**src/rtl/otter_decode_stage.sv**
```systemverilog
// OTTER pipeline decode stage: turns the IF/ID instruction into control signals and
// registers them into ID/EX, with valid/ready handshaking, a load-use interlock and squash.
module otter_decode_stage #(
  parameter int ENABLE_M         = 0,
  parameter int LOAD_USE_BUBBLES = 1,
  parameter int XLEN             = 32,
  localparam int ALU_FUN_W       = 4 + ENABLE_M
) (
  input  logic                 CLK,
  input  logic                 RST_N,
  input  logic                 if_valid,
  input  logic [XLEN-1:0]      if_ir,
  input  logic [XLEN-1:0]      if_pc,
  output logic                 id_ready,
  input  logic                 ex_ready,
  input  logic                 flush,
  input  logic                 int_taken,
  output logic                 ex_valid,
  output logic [ALU_FUN_W-1:0] ex_alu_fun,
  output logic [1:0]           ex_alu_srca,
  output logic [2:0]           ex_alu_srcb,
  output logic [1:0]           ex_rf_wr_sel,
  output logic                 ex_reg_write,
  output logic                 ex_mem_we,
  output logic                 ex_mem_rden,
  output logic                 ex_jump,
  output logic                 ex_branch,
  output logic                 ex_illegal,
  output logic [4:0]           ex_rs1,
  output logic [4:0]           ex_rs2,
  output logic [4:0]           ex_rd,
  output logic [XLEN-1:0]      ex_pc,
  output logic [XLEN-1:0]      ex_ir
);

  localparam logic [6:0] OP_R      = 7'b0110011;
  localparam logic [6:0] OP_IMM    = 7'b0010011;
  localparam logic [6:0] OP_LOAD   = 7'b0000011;
  localparam logic [6:0] OP_STORE  = 7'b0100011;
  localparam logic [6:0] OP_BRANCH = 7'b1100011;
  localparam logic [6:0] OP_JALR   = 7'b1100111;
  localparam logic [6:0] OP_JAL    = 7'b1101111;
  localparam logic [6:0] OP_LUI    = 7'b0110111;
  localparam logic [6:0] OP_AUIPC  = 7'b0010111;

  localparam logic [6:0] F7_BASE = 7'b0000000;
  localparam logic [6:0] F7_ALT  = 7'b0100000;
  localparam logic [6:0] F7_MUL  = 7'b0000001;

  // Counter reload leaves one bubble already accounted for by the hazard cycle itself.
  localparam logic [1:0] BUB_RELOAD =
    (LOAD_USE_BUBBLES > 0) ? 2'(LOAD_USE_BUBBLES - 1) : 2'd0;

  logic [6:0] opcode;
  logic [2:0] f3;
  logic [6:0] f7;
  logic [4:0] rs1, rs2, rd;

  assign opcode = if_ir[6:0];
  assign rd     = if_ir[11:7];
  assign f3     = if_ir[14:12];
  assign rs1    = if_ir[19:15];
  assign rs2    = if_ir[24:20];
  assign f7     = if_ir[31:25];

  logic [3:0]           alu_base;
  logic [ALU_FUN_W-1:0] alu_fun_d;
  logic [1:0]           srca_d;
  logic [2:0]           srcb_d;
  logic [1:0]           wr_sel_d;
  logic                 reg_write_d, mem_we_d, mem_rden_d, jump_d, branch_d, illegal_d;
  logic                 uses_rs1, uses_rs2, m_op;

  always_comb begin
    // NOTE: every output of this block gets a default first so no path leaves one unassigned (no latches).
    alu_base    = 4'b0000;
    srca_d      = 2'b00;
    srcb_d      = 3'b000;
    wr_sel_d    = 2'b00;
    reg_write_d = 1'b0;
    mem_we_d    = 1'b0;
    mem_rden_d  = 1'b0;
    jump_d      = 1'b0;
    branch_d    = 1'b0;
    illegal_d   = 1'b0;
    uses_rs1    = 1'b0;
    uses_rs2    = 1'b0;
    m_op        = 1'b0;

    case (opcode)
      OP_R: begin
        alu_base    = {if_ir[30], f3};
        wr_sel_d    = 2'b11;
        reg_write_d = 1'b1;
        uses_rs1    = 1'b1;
        uses_rs2    = 1'b1;
        if (f7 == F7_BASE) begin
          illegal_d = 1'b0;
        end else if (f7 == F7_ALT) begin
          illegal_d = !((f3 == 3'b000) || (f3 == 3'b101));
        end else if ((f7 == F7_MUL) && (ENABLE_M != 0)) begin
          m_op = 1'b1;
        end else begin
          illegal_d = 1'b1;
        end
      end
      OP_IMM: begin
        alu_base    = {(f3 == 3'b101) ? if_ir[30] : 1'b0, f3};
        srcb_d      = 3'b001;
        wr_sel_d    = 2'b11;
        reg_write_d = 1'b1;
        uses_rs1    = 1'b1;
        // Only the shifts carry a funct7; other I-ALU ops use those bits as immediate.
        if (f3 == 3'b001) begin
          illegal_d = (f7 != F7_BASE);
        end else if (f3 == 3'b101) begin
          illegal_d = (f7 != F7_BASE) && (f7 != F7_ALT);
        end
      end
      OP_LOAD: begin
        srcb_d      = 3'b001;
        wr_sel_d    = 2'b10;
        reg_write_d = 1'b1;
        mem_rden_d  = 1'b1;
        uses_rs1    = 1'b1;
      end
      OP_STORE: begin
        srcb_d   = 3'b010;
        mem_we_d = 1'b1;
        uses_rs1 = 1'b1;
        uses_rs2 = 1'b1;
      end
      OP_BRANCH: begin
        branch_d = 1'b1;
        uses_rs1 = 1'b1;
        uses_rs2 = 1'b1;
      end
      OP_JALR: begin
        reg_write_d = 1'b1;
        jump_d      = 1'b1;
        uses_rs1    = 1'b1;
      end
      OP_JAL: begin
        reg_write_d = 1'b1;
        jump_d      = 1'b1;
      end
      OP_LUI: begin
        alu_base    = 4'b1001;
        srca_d      = 2'b01;
        wr_sel_d    = 2'b11;
        reg_write_d = 1'b1;
      end
      OP_AUIPC: begin
        srca_d      = 2'b01;
        srcb_d      = 3'b011;
        wr_sel_d    = 2'b11;
        reg_write_d = 1'b1;
      end
      default: illegal_d = 1'b1;
    endcase

    alu_fun_d = ALU_FUN_W'(alu_base);
    if (m_op) alu_fun_d = ALU_FUN_W'({2'b10, f3});

    // An illegal instruction still travels down as valid so EX can raise the trap,
    // but it must not touch architectural state.
    if (illegal_d) begin
      reg_write_d = 1'b0;
      mem_we_d    = 1'b0;
      mem_rden_d  = 1'b0;
      jump_d      = 1'b0;
      branch_d    = 1'b0;
    end
  end

  logic [1:0] bub_cnt;
  logic       hazard, adv, squash;

  assign hazard = (LOAD_USE_BUBBLES > 0) && if_valid && ex_valid && ex_mem_rden &&
                  ex_reg_write && (ex_rd != 5'd0) &&
                  ((uses_rs1 && (rs1 == ex_rd)) || (uses_rs2 && (rs2 == ex_rd)));
  assign adv      = !ex_valid || ex_ready;
  assign squash   = flush || int_taken;
  assign id_ready = adv && !hazard && (bub_cnt == 2'd0);

  always_ff @(posedge CLK or negedge RST_N) begin
    if (!RST_N) begin
      ex_valid     <= 1'b0;
      ex_alu_fun   <= '0;
      ex_alu_srca  <= '0;
      ex_alu_srcb  <= '0;
      ex_rf_wr_sel <= '0;
      ex_reg_write <= 1'b0;
      ex_mem_we    <= 1'b0;
      ex_mem_rden  <= 1'b0;
      ex_jump      <= 1'b0;
      ex_branch    <= 1'b0;
      ex_illegal   <= 1'b0;
      ex_rs1       <= '0;
      ex_rs2       <= '0;
      ex_rd        <= '0;
      ex_pc        <= '0;
      ex_ir        <= '0;
      bub_cnt      <= 2'd0;
    end else if (squash) begin
      // NOTE: state registers use non-blocking assignments so every flop samples pre-edge values.
      ex_valid <= 1'b0;
      bub_cnt  <= 2'd0;
    end else if (!adv) begin
      ex_valid <= ex_valid;
    end else if (bub_cnt != 2'd0) begin
      ex_valid <= 1'b0;
      bub_cnt  <= bub_cnt - 2'd1;
    end else if (hazard) begin
      ex_valid <= 1'b0;
      bub_cnt  <= BUB_RELOAD;
    end else begin
      ex_valid     <= if_valid;
      ex_alu_fun   <= alu_fun_d;
      ex_alu_srca  <= srca_d;
      ex_alu_srcb  <= srcb_d;
      ex_rf_wr_sel <= wr_sel_d;
      ex_reg_write <= reg_write_d;
      ex_mem_we    <= mem_we_d;
      ex_mem_rden  <= mem_rden_d;
      ex_jump      <= jump_d;
      ex_branch    <= branch_d;
      ex_illegal   <= illegal_d;
      ex_rs1       <= rs1;
      ex_rs2       <= rs2;
      ex_rd        <= rd;
      ex_pc        <= if_pc;
      ex_ir        <= if_ir;
    end
  end

endmodule
```
**config.mk**
```make
export PLATFORM = sky130hd
export DESIGN_NAME = otter_decode_stage
export DESIGN_NICKNAME = d
export VERILOG_FILES = /design/src/rtl/otter_decode_stage.sv
export SDC_FILE = /design/constraint.sdc
export NUM_CORES = 1
export LEC_CHECK = 0
export BUFFER_PORTS_ARGS = -buffer_cell sky130_fd_sc_hd__buf_2
export CORE_ASPECT_RATIO = 0.5
export CORE_MARGIN = 2
export CORE_UTILIZATION = 40
export DETAILED_ROUTE_END_ITERATION = 8
export PLACE_DENSITY = 0.72
export SETUP_SLACK_MARGIN = 0.05
export SYNTH_ARGS = -nofsm -noshare
export SYNTH_HDL_FRONTEND = slang
export SYNTH_SLANG_ARGS = --single-unit
```
**constraint.sdc**
```tcl
create_clock -name CLK -period 4.9 [get_ports CLK]
set_clock_uncertainty 0.1 [all_clocks]
set_input_delay 0 -clock CLK [delete_from_list [all_inputs] [get_ports CLK]]
set_output_delay 0 -clock CLK [all_outputs]
set_load 0.05 [all_outputs]
```
# After elaboration in Yosys (flattened, before gate mapping)
# Index checks and enable logic that the tools add are counted.
# W data, S select, Z words.
[word_totals]
reg_bits = 99
latch_bits = 0
ram_bits = 0
mem_bits_ro = 0
in_bits = 70
out_inout_bits = 98
word_cells = 101
memories = 0
[classes]
add_sub_neg = 1
multipliers = 0
div_mod_pow = 0
order_cmp = 0
eq_ne = 15
shifts = 0
mux = 30
bitwise = 3
reduce_logical = 35
[op_table]
columns = ["op", "n"]
rows = [
  ["$eq A7 B6 Y1 const B", 4],
  ["$mux W1", 22],
  ["$eq A7 B7 Y1 const B", 3],
  ["$eq A7 B5 Y1 const B", 2],
  ["$reduce_or A7 Y1", 2],
  ["$pmux W4 S3", 1],
  ["$eq A5 B5 Y1", 2],
  ["$logic_and A1 B1 Y1", 10],
  ["$mux W2", 4],
  ["$eq A7 B2 Y1 const B", 1],
  ["$logic_not A7 Y1", 1],
  ["$ne A7 B6 Y1 const B", 1],
  ["$reduce_bool A7 Y1", 1],
  ["$pmux W2 S3", 1],
  ["$reduce_or A2 Y1", 3],
  ["$reduce_or A6 Y1", 1],
  ["$reduce_bool A5 Y1", 1],
  ["$logic_or A1 B1 Y1", 4],
  ["$pmux W2 S2", 1],
  ["$reduce_and A4 Y1", 1],
  ["$reduce_bool A2 Y1", 2],
  ["$reduce_or A4 Y1", 1],
  ["$eq A3 B1 Y1 const B", 1],
  ["$eq A3 B3 Y1 const B", 1],
  ["9 further kinds", 13],
]

# Logic depth before layout (Yosys ltp)
[depth]
ltp_word = 10
depth_mapped = 8
depth_no_buf = 6

# Worst setup path before layout
# Ideal clock, no wire load.
[synth_timing]
path_kind = "flip-flop to flip-flop"
startpoint = "register ex_rd[0]"
endpoint = "register ex_alu_fun[3]"
setup_time_ns = 0.125
arrival_time_ns = 2.074
required_ns = 4.675
slack_ns = 2.601
stages_incl_launch_ff = 8
path_buffers = 2
period_less_slack_ns = 2.299
cell_sequence = "dfrtp_1 -> xnor2_1 -> nand2_1 -> o41ai_1 -> a21boi_2 -> buf_6 -> buf_6 -> mux2_4"
[synth_between]
elab_chain_len = 6
elab_cells_between_ends = 10
classes_between = "eq/ne (2); bitwise (1); reduce/logical (7)"
[synth_rtl]
columns = ["item", "line_no", "source"]
rows = [
  ["from (decl)", "31", "output logic [4:0] ex_rd,"],
  ["from (signal assigned)", "231", "ex_rd <= rd;"],
  ["$eq A5 B5 Y1", "181", "((uses_rs1 && (rs1 == ex_rd)) || (uses_rs2 && (rs2 == ex_rd)));"],
  ["$logic_and A1 B1 Y1", "181", ""],
  ["$logic_or A1 B1 Y1", "181", ""],
  ["$logic_and A1 B1 Y1 (*)", "180", "ex_reg_write && (ex_rd != 5'd0) &&"],
  ["$not A1 Y1 (no line) (*)", "--", ""],
  ["$reduce_and A4 Y1 (no line) (*)", "--", ""],
  ["to (signal assigned)", "219", "ex_alu_fun <= alu_fun_d;"],
  ["to (decl)", "19", "output logic [ALU_FUN_W-1:0] ex_alu_fun,"],
]
# Mark *: on every way between the ends. The rest lies on a longest branch, timed or not.
# A chain may end at the register's enable or synchronous reset.

# Worst setup path in the final report
[layout_timing]
startpoint = "input port if_ir[5]"
endpoint = "register ex_valid"
[layout_between]
elab_chain_len = 10
elab_cells_between_ends = 18
classes_between = "eq/ne (6); mux (6); reduce/logical (6)"
[layout_rtl]
columns = ["item", "line_no", "source"]
rows = [
  ["from (decl)", "12", "input logic [XLEN-1:0] if_ir,"],
  ["$eq A7 B5 Y1, or another cell as far along", "90", "case (opcode)"],
  ["$reduce_or A6 Y1 (no line) or $reduce_or A3 Y1 (tied branches)", "--", ""],
  ["$mux W1", "90", ""],
  ["$logic_and A1 B1 Y1", "181", ""],
  ["$logic_or A1 B1 Y1 (*)", "181", ""],
  ["$logic_and A1 B1 Y1 (*)", "180", ""],
  ["$mux W1 (*)", "214", "end else if (hazard) begin"],
  ["$mux W1 (*)", "211", "end else if (bub_cnt != 2'd0) begin"],
  ["$mux W1 (*)", "209", "end else if (!adv) begin"],
  ["$mux W1 (*)", "205", "end else if (squash) begin"],
  ["to (signal assigned)", "210", "ex_valid <= ex_valid;"],
  ["to (signal assigned)", "218", "ex_valid <= if_valid;"],
  ["to (decl)", "18", "output logic ex_valid,"],
]
# Mark *: on every way between the ends. The rest lies on a longest branch, timed or not. The select of a mux whose other input is x is not followed.

==> impl_metrics.csv <==
group,metric,value,unit
outcome,run_status,"completed",
pwr,power.density,431,mW/mm²
die,die_area,0.0102,mm²
worst_setup_path,required,5.01,ns
timing,hold_viol,0,
clocking,cts_buffer_depth,2,
die,pin_count,168,
clocking,clockRootBuffer,"clkbuf_16",
detailed_routing,dr.first_iter.drc_count,162,
timing,max-slew-margin-rel,30.7,%
worst_setup_path,r2r_slack,2.28,ns
detailed_routing,drc,0,
clocking,clkLatencyLatePin,0.33,ns
place,hpwl,6280,µm
pwr,vdd_drop_max,0.000219,V
pwr,p_sw_share,36.0,%
worst_setup_path,r2r_cells,6,
worst_setup_path,cp_max_fo,14,
synthesis,synthDominantCellAreaShare,54.8,%
clocking,clk_pin_slew,0.06,ns
detailed_routing,avgRoutedWirePerCell,15.8,µm
detailed_routing,via_per_inst,4.89,
min_path,hp-class,"primary input to flop",
worst_setup_path,crit_path_start,"if_ir[5]",
synthesis,synth_cell_types,38,
pwr,seq_power_share,34.0,%
place,gp_congestion,0.831,
detailed_routing,wirelength,10100,µm
finish,antenna_cells,0,
synthesis,yosysWarnings,0,
timing,report.final.slew_viol_count,0,
worst_setup_path,setup.worst_path.class,"primary input to flop",
pwr,power_leakage,2.73,nW
finish,multi_input_area,0.00147,mm²
global_routing,grt_pass1_vias,3204,
die,die_w,141,µm
clocking,cts_tree,"done",
clocking,cts_resized,0,
place,dpl_cell_area,0.00455,mm²
place,io_buffers,165,
pwr,p_int,0.00155,W
detailed_routing,ant_nets,0,
die,initial_core_util,42.2,%
finish,postLayoutCellArea,0.00564,mm²
pwr,pwr-share-comb,32.1,%
timing,setup_violations,0,
detailed_routing,vias,3113,
finish,drive_gt1_share,42.0,%
finish,fillCellCount,687,
synthesis,syn_inst,292,
timing,fmax,373,MHz
global_routing,antenna_found_initial,0,
timing,fin_tns_setup,0,ns
synthesis,synth.ff_latch_count,82,
clocking,numCtsBuffers,9,
pwr,clock_power_share,33.9,%
clocking,clock-sinks,82,
global_routing,grt_pass1_wl,16000,µm
timing,worst_pin_slew,1.04,ns
die,rows,24,
worst_setup_path,worstReg2RegStart,"ex_rd[2]",
synthesis,synth_top_area_cell,"dfrtp_1",
global_routing,grt_max_degree,83,
clocking,cts-htree-levels,3,
die,die_y,72.4,µm
run,maxCapViolCount,0,
worst_setup_path,start_kind,"primary input",
worst_setup_path,endpoint_kind,"flop",
synthesis,synth_area_leaders,"dfrtp_1 55%, mux2_1 11%, mux2_2 6.0%",
pwr,p_sw,0.000873,W
timing,period_share,54.6,%
finish,synthToLayoutAreaGrowth,50.4,%
die,core,0.00889,mm²
finish,seqCellArea,0.00205,mm²
worst_setup_path,crit_arrival,2.79,ns
worst_setup_path,critical_path.endpoint,"ex_valid",
worst_setup_path,r2r-end,"ex_valid",
synthesis,syn_area_per_cell,12.8,µm²
timing,fin_crit,2.68,ns
global_routing,grt_usage,20.3,%
global_routing,overflow,0,
finish,nets,584,
synthesis,synth_area,0.00375,mm²
synthesis,synth_seq_area_share,54.8,%
detailed_routing,first_pass_iters,4,
finish,final_core_util,63.4,%
timing,rsz0062_at_grt,"no",
[layout make-up]
cell class / count / share of cell area, %
Inverter: 9 / 0.599
Clock inverter: 5 / 2.22
Multi-Input combinational cell: 173 / 26.1
Timing Repair Buffer: 239 / 27.8
Tap cell: 117 / 2.60
Sequential cell: 82 / 36.4
Clock buffer: 11 / 4.31
[state kept, by name, indices dropped and copies added (netlist names)]
signal / cells
ex_ir: 20
ex_rf_wr_sel: 2
bub_cnt: 2
ex_rs2: 4
ex_alu_srca: 1
ex_jump: 1
ex_mem_rden: 1
ex_alu_fun: 4
ex_rd: 4
ex_reg_write: 1
ex_pc: 32
ex_branch: 1
ex_illegal: 1
ex_rs1: 4
ex_mem_we: 1
ex_valid: 1
ex_alu_srcb: 2
[kinds of logic (layout without fill, tap and decap cells)]
| kind of cell | Yosys count | count (layout) | synth area share [%] |
|---|---|---|---|
| AOI/OAI and AO/OA | 24 | 24 | 4.24 |
| muxes | 77 | 77 | 24.2 |
| xor gates and xnor gates | 9 | 9 | 2.10 |
| DFF | 82 | 82 | 54.8 |
| and+or+nand+nor | 61 | 61 | 8.28 |
| other | 1 | 2 | 0.100 |
| buffers and inverters | 38 | 264 | 6.28 |
[per-stage QoR]
| stage | hold WS, ns | total power, W | setup slack [ns] | instances |
|---|---|---|---|---|
| 4_1_cts | 0.0235 | 0.00244 | 2.32 | 636 |
| 6_report | 0.0366 | 0.00243 | 2.22 | 636 |
| 3_5_place_dp | 0.120 | 0.00157 | 2.48 | 548 |
| 5_1_grt | 0.0490 | 0.00252 | 2.06 | 636 |
| 3_3_place_gp | 0.116 | 0.00156 | 2.55 | 548 |
| 2_1_floorplan | -0.396 | 0.00140 | 2.60 | 293 |
[cells in the final DEF, fill, tap and decap left out, types with 4 or more instances in the layout]
cell	count
nand2_1	12
inv_1	9
xnor2_1	4
mux2_4	13
nor2b_1	4
mux2i_1	6
mux2_2	20
buf_2	164
nand3_1	5
xor2_1	5
bufinv_16	4
nand2b_1	5
mux2_1	38
nand4_1	5
a21oi_1	8
nor2_1	17
dfrtp_1	82
dlygate4sd3_1	72
nor4_1	4
clkbuf_16	9
[synthesized netlist by cell type (all sizes together)]
cell     count
o41ai        1
a21boi       2
nor4         4
clkbuf       3
conb         1
nor4bb       1
or2          1
mux2i        6
nand3b       2
or4b         1
o2111ai      1
nand3        5
nor2b        4
nand2b       5
o21ai        2
dfrtp       82
a21oi        8
xor2         5
a31oi        2
nor3         3
inv          9
buf         26
o211a        1
o22a         1
xnor2        4
o211ai       3
mux2        71
nor2        17
or4          1
o22ai        3
nand4        5
nand2       12
[power groups by stage]
stage / Sequential (W) / Clock [W] / Combinational, W
global placement: 0.000831 / 0 / 0.000726
detailed placement: 0.000835 / 0 / 0.000733
finish: 0.000826 / 0.000823 / 0.000778
global route: 0.000840 / 0.000872 / 0.000811
floorplan: 0.00115 / 0 / 0.000249
CTS: 0.000824 / 0.000842 / 0.000778
[worst max-delay path: stages]
cell and delay (ns):
dlygate4sd3_1 0.55, buf_2 0.25, nor2b_1 0.30, nand4_1 0.14, or4_1 0.41, a21boi_1 0.41, o22ai_1 0.15, dlygate4sd3_1 0.58
[layer usage]
layer	wire length, µm	share of wire (%)	GRT usage, %	up-vias
li1	-	-	-	1450
met5	0	0	0	-
met1	4260	42	24.5	1529
met4	248	2.5	9.11	0
met2	5060	50	35.5	111
met3	499	5.0	4.88	23
[how the worst min path moves through the flow]
stage	start	to	slack (ns)	depth (start not counted)
after floorplan	RST_N	bub_cnt[0]	-0.40	0
after global placement	if_pc[7]	ex_pc[7]	0.12	2
after detailed placement	if_pc[30]	ex_pc[30]	0.12	2
after CTS	if_ir[2]	ex_alu_srca[0]	0.02	3
after global routing	if_ir[2]	ex_alu_srca[0]	0.05	3
final	if_ir[2]	ex_alu_srca[0]	0.04	3
[repair_timing]
item / 4_1_cts / 5_1_grt
hold buffers: 72 / 0
setup buffers: 0 / 0
hold endpoints to repair: 154 / 0
Note: power is estimated with default switching activity, not from simulation.
